## src/rtl/rain_pkg.sv

```systemverilog
// rtl/rain_pkg.sv - state encoding and counter sizing shared by rain_monitor and rain_channel
package rain_pkg;

  typedef enum logic [1:0] {
    ST_DRY    = 2'b00,
    ST_WET    = 2'b01,
    ST_DRYING = 2'b10
  } rain_state_t;

  function automatic int max_int(input int a, input int b);
    return (a > b) ? a : b;
  endfunction

  // One counter width serves both debounce and hold; the compare values bound it, so it never wraps.
  function automatic int cnt_width(input int deb, input int hold);
    return $clog2(max_int(deb, hold) + 1);
  endfunction

endpackage

```

## src/rtl/rain_channel.sv

```systemverilog
// rtl/rain_channel.sv - one sensor channel: synchroniser, debounce/hold FSM, optional alarm latch (RAIN_LATCH_EN)
module rain_channel
  import rain_pkg::*;
#(
  parameter int DEBOUNCE_CYCLES = 4,
  parameter int HOLD_CYCLES     = 8
) (
  input  logic clk,
  input  logic rst,
  input  logic sensor,
  input  logic enable,
  input  logic ack,
  output logic alarm,
  output logic enter_wet
);

  localparam int CW = cnt_width(DEBOUNCE_CYCLES, HOLD_CYCLES);
  localparam logic [CW-1:0] DEB_LAST  = CW'(DEBOUNCE_CYCLES - 1);
  localparam logic [CW-1:0] HOLD_LAST = CW'(HOLD_CYCLES - 1);

  logic [1:0]    sync_q;
  logic          s;
  rain_state_t   state;
  logic [CW-1:0] deb_cnt;
  logic [CW-1:0] hold_cnt;

  // Two-flop synchroniser; it keeps running while the channel is disabled so re-enabling sees a settled level.
  always_ff @(posedge clk) begin
    if (rst) begin
      sync_q <= 2'b00;
    end else begin
      sync_q <= {sync_q[0], sensor};
    end
  end

  assign s = sync_q[1];

  // Flags the edge on which this channel moves DRY->WET; the top registers it into new_alarm.
  always_comb begin
    enter_wet = 1'b0;
    if (!rst && enable && (state == ST_DRY) && s && (deb_cnt == DEB_LAST)) begin
      enter_wet = 1'b1;
    end
  end

`ifndef RAIN_LATCH_EN
  logic unused_ack;
  assign unused_ack = ack;
`endif

  // Debounce/hold FSM with registered alarm; reset beats disable, disable beats normal update.
  always_ff @(posedge clk) begin
    if (rst) begin
      state    <= ST_DRY;
      deb_cnt  <= '0;
      hold_cnt <= '0;
      alarm    <= 1'b0;
    end else if (!enable) begin
      state    <= ST_DRY;
      deb_cnt  <= '0;
      hold_cnt <= '0;
      alarm    <= 1'b0;
    end else begin
      case (state)
        ST_DRY: begin
          if (!s) begin
            deb_cnt <= '0;
          end else if (deb_cnt == DEB_LAST) begin
            state   <= ST_WET;
            deb_cnt <= '0;
          end else begin
            deb_cnt <= deb_cnt + CW'(1);
          end
        end
        ST_WET: begin
          if (!s) begin
            state    <= ST_DRYING;
            hold_cnt <= '0;
          end
        end
        ST_DRYING: begin
          if (s) begin
            state    <= ST_WET;
            hold_cnt <= '0;
          end else if (hold_cnt == HOLD_LAST) begin
            state    <= ST_DRY;
            hold_cnt <= '0;
          end else begin
            hold_cnt <= hold_cnt + CW'(1);
          end
        end
        default: begin
          state    <= ST_DRY;
          deb_cnt  <= '0;
          hold_cnt <= '0;
        end
      endcase

`ifdef RAIN_LATCH_EN
      // Latched alarm: set on entry to WET (wins over ack), cleared only by ack while DRY.
      if (enter_wet) begin
        alarm <= 1'b1;
      end else if ((state == ST_DRY) && ack) begin
        alarm <= 1'b0;
      end
`else
      // Follow the next state: high whenever the FSM will be in WET or DRYING.
      alarm <= enter_wet
             || (state == ST_WET)
             || ((state == ST_DRYING) && (s || (hold_cnt != HOLD_LAST)));
`endif
    end
  end

endmodule

```

## src/rtl/rain_monitor.sv

```systemverilog
// rtl/rain_monitor.sv - multi-channel rain alarm top; alarm latching selected by RAIN_LATCH_EN
module rain_monitor
  import rain_pkg::*;
#(
  parameter int N_CH            = 4,
  parameter int DEBOUNCE_CYCLES = 4,
  parameter int HOLD_CYCLES     = 8
) (
  input  logic                       clk,
  input  logic                       rst,
  input  logic [N_CH-1:0]            rain_sensor,
  input  logic [N_CH-1:0]            ch_enable,
  input  logic [N_CH-1:0]            ack,
  output logic [N_CH-1:0]            alarm_ch,
  output logic                       rain_alarm,
  output logic [$clog2(N_CH+1)-1:0]  active_count,
  output logic                       new_alarm
);

  localparam int AW = $clog2(N_CH + 1);

  logic [N_CH-1:0] enter_wet;

  for (genvar i = 0; i < N_CH; i++) begin : g_ch
    rain_channel #(
      .DEBOUNCE_CYCLES (DEBOUNCE_CYCLES),
      .HOLD_CYCLES     (HOLD_CYCLES)
    ) u_ch (
      .clk       (clk),
      .rst       (rst),
      .sensor    (rain_sensor[i]),
      .enable    (ch_enable[i]),
      .ack       (ack[i]),
      .alarm     (alarm_ch[i]),
      .enter_wet (enter_wet[i])
    );
  end

  assign rain_alarm = |alarm_ch;

  // Population count of the registered per-channel alarms.
  always_comb begin
    active_count = '0;
    for (int i = 0; i < N_CH; i++) begin
      active_count = active_count + AW'(alarm_ch[i]);
    end
  end

  // Single pulse per edge, however many channels entered WET together.
  always_ff @(posedge clk) begin
    if (rst) begin
      new_alarm <= 1'b0;
    end else begin
      new_alarm <= |enter_wet;
    end
  end

endmodule

```

## config.mk

```make
export PLATFORM = sky130hd
export DESIGN_NAME = rain_monitor
export DESIGN_NICKNAME = d
export VERILOG_FILES = /design/src/rtl/rain_pkg.sv /design/src/rtl/rain_channel.sv /design/src/rtl/rain_monitor.sv
export SDC_FILE = /design/constraint.sdc
export NUM_CORES = 1
export LEC_CHECK = 0
export ABC_AREA = 0
export CORE_UTILIZATION = 35
export DETAILED_ROUTE_END_ITERATION = 6
export GPL_ROUTABILITY_DRIVEN = 1
export PLACE_DENSITY = 0.53
export SLEW_MARGIN = 20
export SYNTH_ARGS = -nofsm -noshare
export SYNTH_HDL_FRONTEND = slang
export SYNTH_HIERARCHICAL = 1
export SYNTH_SLANG_ARGS = --single-unit
```

## constraint.sdc

```tcl
create_clock -name clk -period 2.3 [get_ports clk]
set_input_delay 0.69 -clock clk [delete_from_list [all_inputs] [get_ports clk]]
set_output_delay 0.69 -clock clk [all_outputs]
set_load 0.1 [all_outputs]
```

Yosys cells after proc, flatten, opt, wreduce, memory -nomap -nowiden
Index checks and enable logic that the tools add are counted.

word-level totals
  output and inout port bits = 9
  register bits = 53
  logic and storage cells = 187
  input port bits = 14

operators by class
  muxes and demuxes = 56
  reduce and logical (&&, ||, !) cells = 55
  eq/ne operators = 36
  $add $sub $neg = 11
  bitwise logic cells = 8

operator list
  operator             count
  $mux 4               20
  $pmux 4 s3           4
  $mux 2               20
  $add 4x1->4 const B  8
  $pmux 4 s2           4
  $pmux 2 s3           4
  $logic_and 1x1->1    20
  $eq 4x2->1 const B   4
  $eq 4x3->1 const B   4
  $ne 2x2->1 const B   8
  $ne 4x3->1 const B   4
  $reduce_and 4->1     4
  $reduce_or 2->1      8
  $logic_or 1x1->1     12
  $ne 3x1->1 const B   4
  $eq 2x1->1 const B   4
  $eq 2x2->1 const B   4
  $logic_not 2->1      4
  $ne 2x1->1 const B   4
  $not 1->1            8
  $reduce_and 2->1     4
  $reduce_or 4->1      2
  $mux 1               4
  $add 2x1->3          1
  3 further kinds      3

Depth between registers and ports, before layout
  word-level depth = 8
  depth in mapped cells = 7
  mapped depth without buffers = 6

By module
The synthesis kept the hierarchy.

by module, submodules not included
  module                           cells each  area each (µm²)  times used  seq. area each (µm²)
  rain_channel (g_ch[0].u_ch ...)  80          724.4            3           260.2
  rain_channel (g_ch[3].u_ch)      81          713.2            1           260.2
  rain_monitor                     14          113.9            1           20.0

Worst setup path after synthesis
No wires, ideal clock.

  path kind = reg2out
  from = reg g_ch[0].u_ch.alarm
  to = out active_count[1]
  path slack = -1125 ps
  cell stages (with the launch flop) = 6
  arrival = 2735 ps
  path buffers = 0
  required time = 1610 ps
  path through = dfxtp_1 -> inv_1 -> fa_1 -> inv_1 -> ha_1 -> ha_1

on the way
  word-level cells in the longest chain between the ends = 3

ends and longest elaborated chain
  item                    line                 source
  from (decl)             rain_channel.sv:13   output logic alarm,
  from (signal assigned)  rain_channel.sv:108  alarm <= enter_wet
  $add 1x1->2             rain_monitor.sv:45   active_count = active_count + AW'(alarm_ch[i]);
  $add 2x1->3             rain_monitor.sv:45
  $add 3x1->3             rain_monitor.sv:45
  to (decl)               rain_monitor.sv:16   output logic [$clog2(N_CH+1)-1:0] active_count,

Every way passes these cells.

Final worst setup path
  from = reg g_ch[3].u_ch.alarm
  to = out active_count[1]

on the way
  word-level cells in the longest chain between the ends = 1

ends and longest elaborated chain
  item                    line
  from (decl)             rain_channel.sv:13
  from (signal assigned)  rain_channel.sv:108
  $add 3x1->3             rain_monitor.sv:45

Every way passes these cells.

==> out/qor.txt <==
run status = finished with violations
failing checks = setup timing
Net Sw Frac = 21.9%
Gate power share = 4.3%
asr flop ratio synth = 0%
area fraction of the dominant cell type after synthesis = 35.4%
CTS sink cnt = 53
pre-CTS WS = 0.0489 ns
Max clock buf depth = 2
die area = 8950 um^2
dominant cell type by area after synthesis = dfxtp_1
Post-synth EDFFs = 0
Setup TNS Final = -0.608 ns
Unique masters post-synth = 46
DP Cell Count = 455
IO Count = 23
cell with the most instances after synthesis = dfxtp_1
Critical Path Start Type = register
Routed WL = 6.13 mm
Post-synth top cells = dfxtp_1, a21oi_1, nand2_1
PnR worst setup slack = -0.288 ns
design area = 3520 um^2
CTS tree = yes
clock insertion delay at the later pin of the skew report = 0.31 ns
Internal Pwr Total = 1.31 mW
leakage = 1.44 nW
met3 Use GR = 3.06%
WL per Instance = 13.2 um
area of the multi-input gates = 1840 um^2
met2 Track Usage GR = 24.9%
Arr. time, crit path = 1.90 ns
worst min path class = reg2reg
syn avg cell area = 8.96 um^2
Die Y = 94.6 um
Post-Syn Area = 3000 um^2
GR Util met1 = 20.2%
router iterations before antenna repair = 4
Clk pwr share = 40.4%
setup violators final = 3
sequential fraction of the synthesis area = 35.4%
Fmax = 386 MHz
period utilization = 113%
clock skew = 0.00401 ns
# Max-Cap Violations = 0
placed standard-cell area = 3390 um^2
net load switching power = 0.368 mW
Reg area = 1070 um^2
layout cells sized above 1 = 13.9%
RSZ-0062 raised after global routing = true
Detail Route Antenna Nets = 0
Num CTS Buffers = 5
nets@finish = 400
Reg power frac = 55.4%
Via Count = 2,435
DRC viols = 0
initial antenna violation count = 0
GRT busiest layer = met2
htree depth = 2
Worst EP required = 1.61 ns
vias per std cell = 5.25
Slew Viols, Final = 0
port bufs = 18
DP HPWL = 4.49 mm
R2R Setup Slk = 0.44 ns
fill cell count = 858
largest net degree at the start of global routing = 18
clock slew seen by the registers of the worst setup and hold paths = 0.10 ns
Peak VDD IR = 0.000231 V
GP Congestion = 0.744
minimum clock period = 2.59 ns
post-synthesis register bit count = 53
global-route wire length before repair = 10.8 mm
area delta synth->final = 17.2%
initial drt markers = 71
Synthesized Nets = 377
initial core utilization = 36.3%
CP max FO = 2
Core Rows = 33
total gr overflow = 0
pwr dens = 478 nW/um^2
Worst Tran Pin Value = 0.521 ns
vias in the first global route = 2,308
Die Width = 94.6 um
slew margin rel. = 65.3%
non-filler cells, final = 464
Total Power = 1.68 mW
Critical Path Sink Type = output pin
cells after synthesis = 335
final hold viol count = 0
Inserted Diodes = 0
Core Area = 8260 um^2
CP Class = reg2out
Synth Warn # = 6
GRT Util Overall = 15.3%
dominant cells by area after synthesis = dfxtp_1, ha_1, a21oi_1, nand2_1, nor2b_1
Top FF cell, synth = dfxtp_1
root buf cell = clkbuf_8
-- logic make-up (layout without fill, tap and decap cells) --
logic type | Yosys count | count (layout) | synth area share, %
flip-flops | 53 | 53 | 35.4
buffers and inverters | 27 | 51 | 4.17
multiplexers | 8 | 8 | 2.84
adder cells (fa/ha/maj) | 28 | 28 | 11.9
AND/OR/NAND/NOR | 149 | 149 | 31.8
AO/OA/AOI/OAI | 67 | 67 | 13.0
XOR/XNOR | 3 | 3 | 0.876
-- path summary, 6_finish.rpt --
path,end,cells after the start,from
setup / recovery,active_count[1],6,g_ch[3].u_ch/alarm
hold / removal,g_ch[1].u_ch/sync_q[1],1,g_ch[1].u_ch/sync_q[0]
setup reg to reg,g_ch[1].u_ch/state[0],5,g_ch[1].u_ch/state[0]
hold reg to reg,g_ch[1].u_ch/sync_q[1],1,g_ch[1].u_ch/sync_q[0]
-- power by group through the flow --
stage | logic (mW) | registers, mW | clock network [mW]
after CTS | 0.0723 | 0.931 | 0.710
after global placement | 0.0718 | 0.953 | 0
after detailed placement | 0.0722 | 0.953 | 0
after global routing | 0.0796 | 0.933 | 0.741
after floorplan | 0.0396 | 0.945 | 0
final | 0.0715 | 0.931 | 0.679
-- per-layer routing --
metal | vias to the layer above | share of wire, % | routed length, um
met1 | 1147 | 49 | 3030
met3 | 8 | 2.6 | 160
met4 | 0 | 1.7 | 104
li1 | 1252 | - | -
met2 | 28 | 46 | 2830
met5 | - | 0 | 0
-- timing repair --
action | in CTS | in global routing
resized for setup | 0 | 0
hold buffers | 0 | 0
buffers inserted | 1 | 0
pin swaps | 0 | 0
endpoints found under the setup margin | 3 | 3
-- flip-flops by register name, indices dropped and copies added (netlist names) --
| register | flops |
|---|---|
| g_ch.u_ch/deb_cnt | 16 |
| g_ch.u_ch/hold_cnt | 16 |
| g_ch.u_ch/state | 8 |
| g_ch.u_ch/sync_q | 8 |
| g_ch.u_ch/alarm | 4 |
| new_alarm | 1 |
-- cells in the final DEF, fill, tap and decap left out, types with 4 or more instances in the layout --
master,n
a21oi_1,38
nor2_1,14
a31oi_1,5
dfxtp_1,49
or4_1,5
nor2b_1,13
nor3_1,4
nor3b_1,7
o21ai_0,12
nand4bb_1,7
buf_12,5
and3b_1,4
nand4b_1,7
nand2b_1,5
nand2_1,36
nand3b_1,4
inv_1,11
clkbuf_8,6
and2_1,4
mux2i_1,4
inv_2,4
ha_1,25
buf_4,14
nand3_1,16
clkdlybuf4s50_1,9
-- through the flow --
stage	utilization, %	hold WS [ns]
after floorplan	-	0.414
after global placement	41.0	0.419
after detailed placement	41.0	0.427
after CTS	42.6	0.453
after global routing	42.6	0.465
final	42.6	0.448
-- worst max-delay path: stages, from the launching register on --
cell,delay [ns]
dfxtp_4,0.36
inv_2,0.03
fa_1,0.55
inv_2,0.06
ha_4,0.16
ha_4,0.27
buf_12,0.16
-- final cells by class --
cell class              count  share of cell area, %
flip-flops and latches     53                   30.5
multi-input cells         255                   52.3
clock inverters             2                   1.07
clock buffers               6                   2.35
inverters                  15                   1.60
well taps                 105                   3.74
repair buffers             28                   8.40
(Power assumes the default switching activity.)
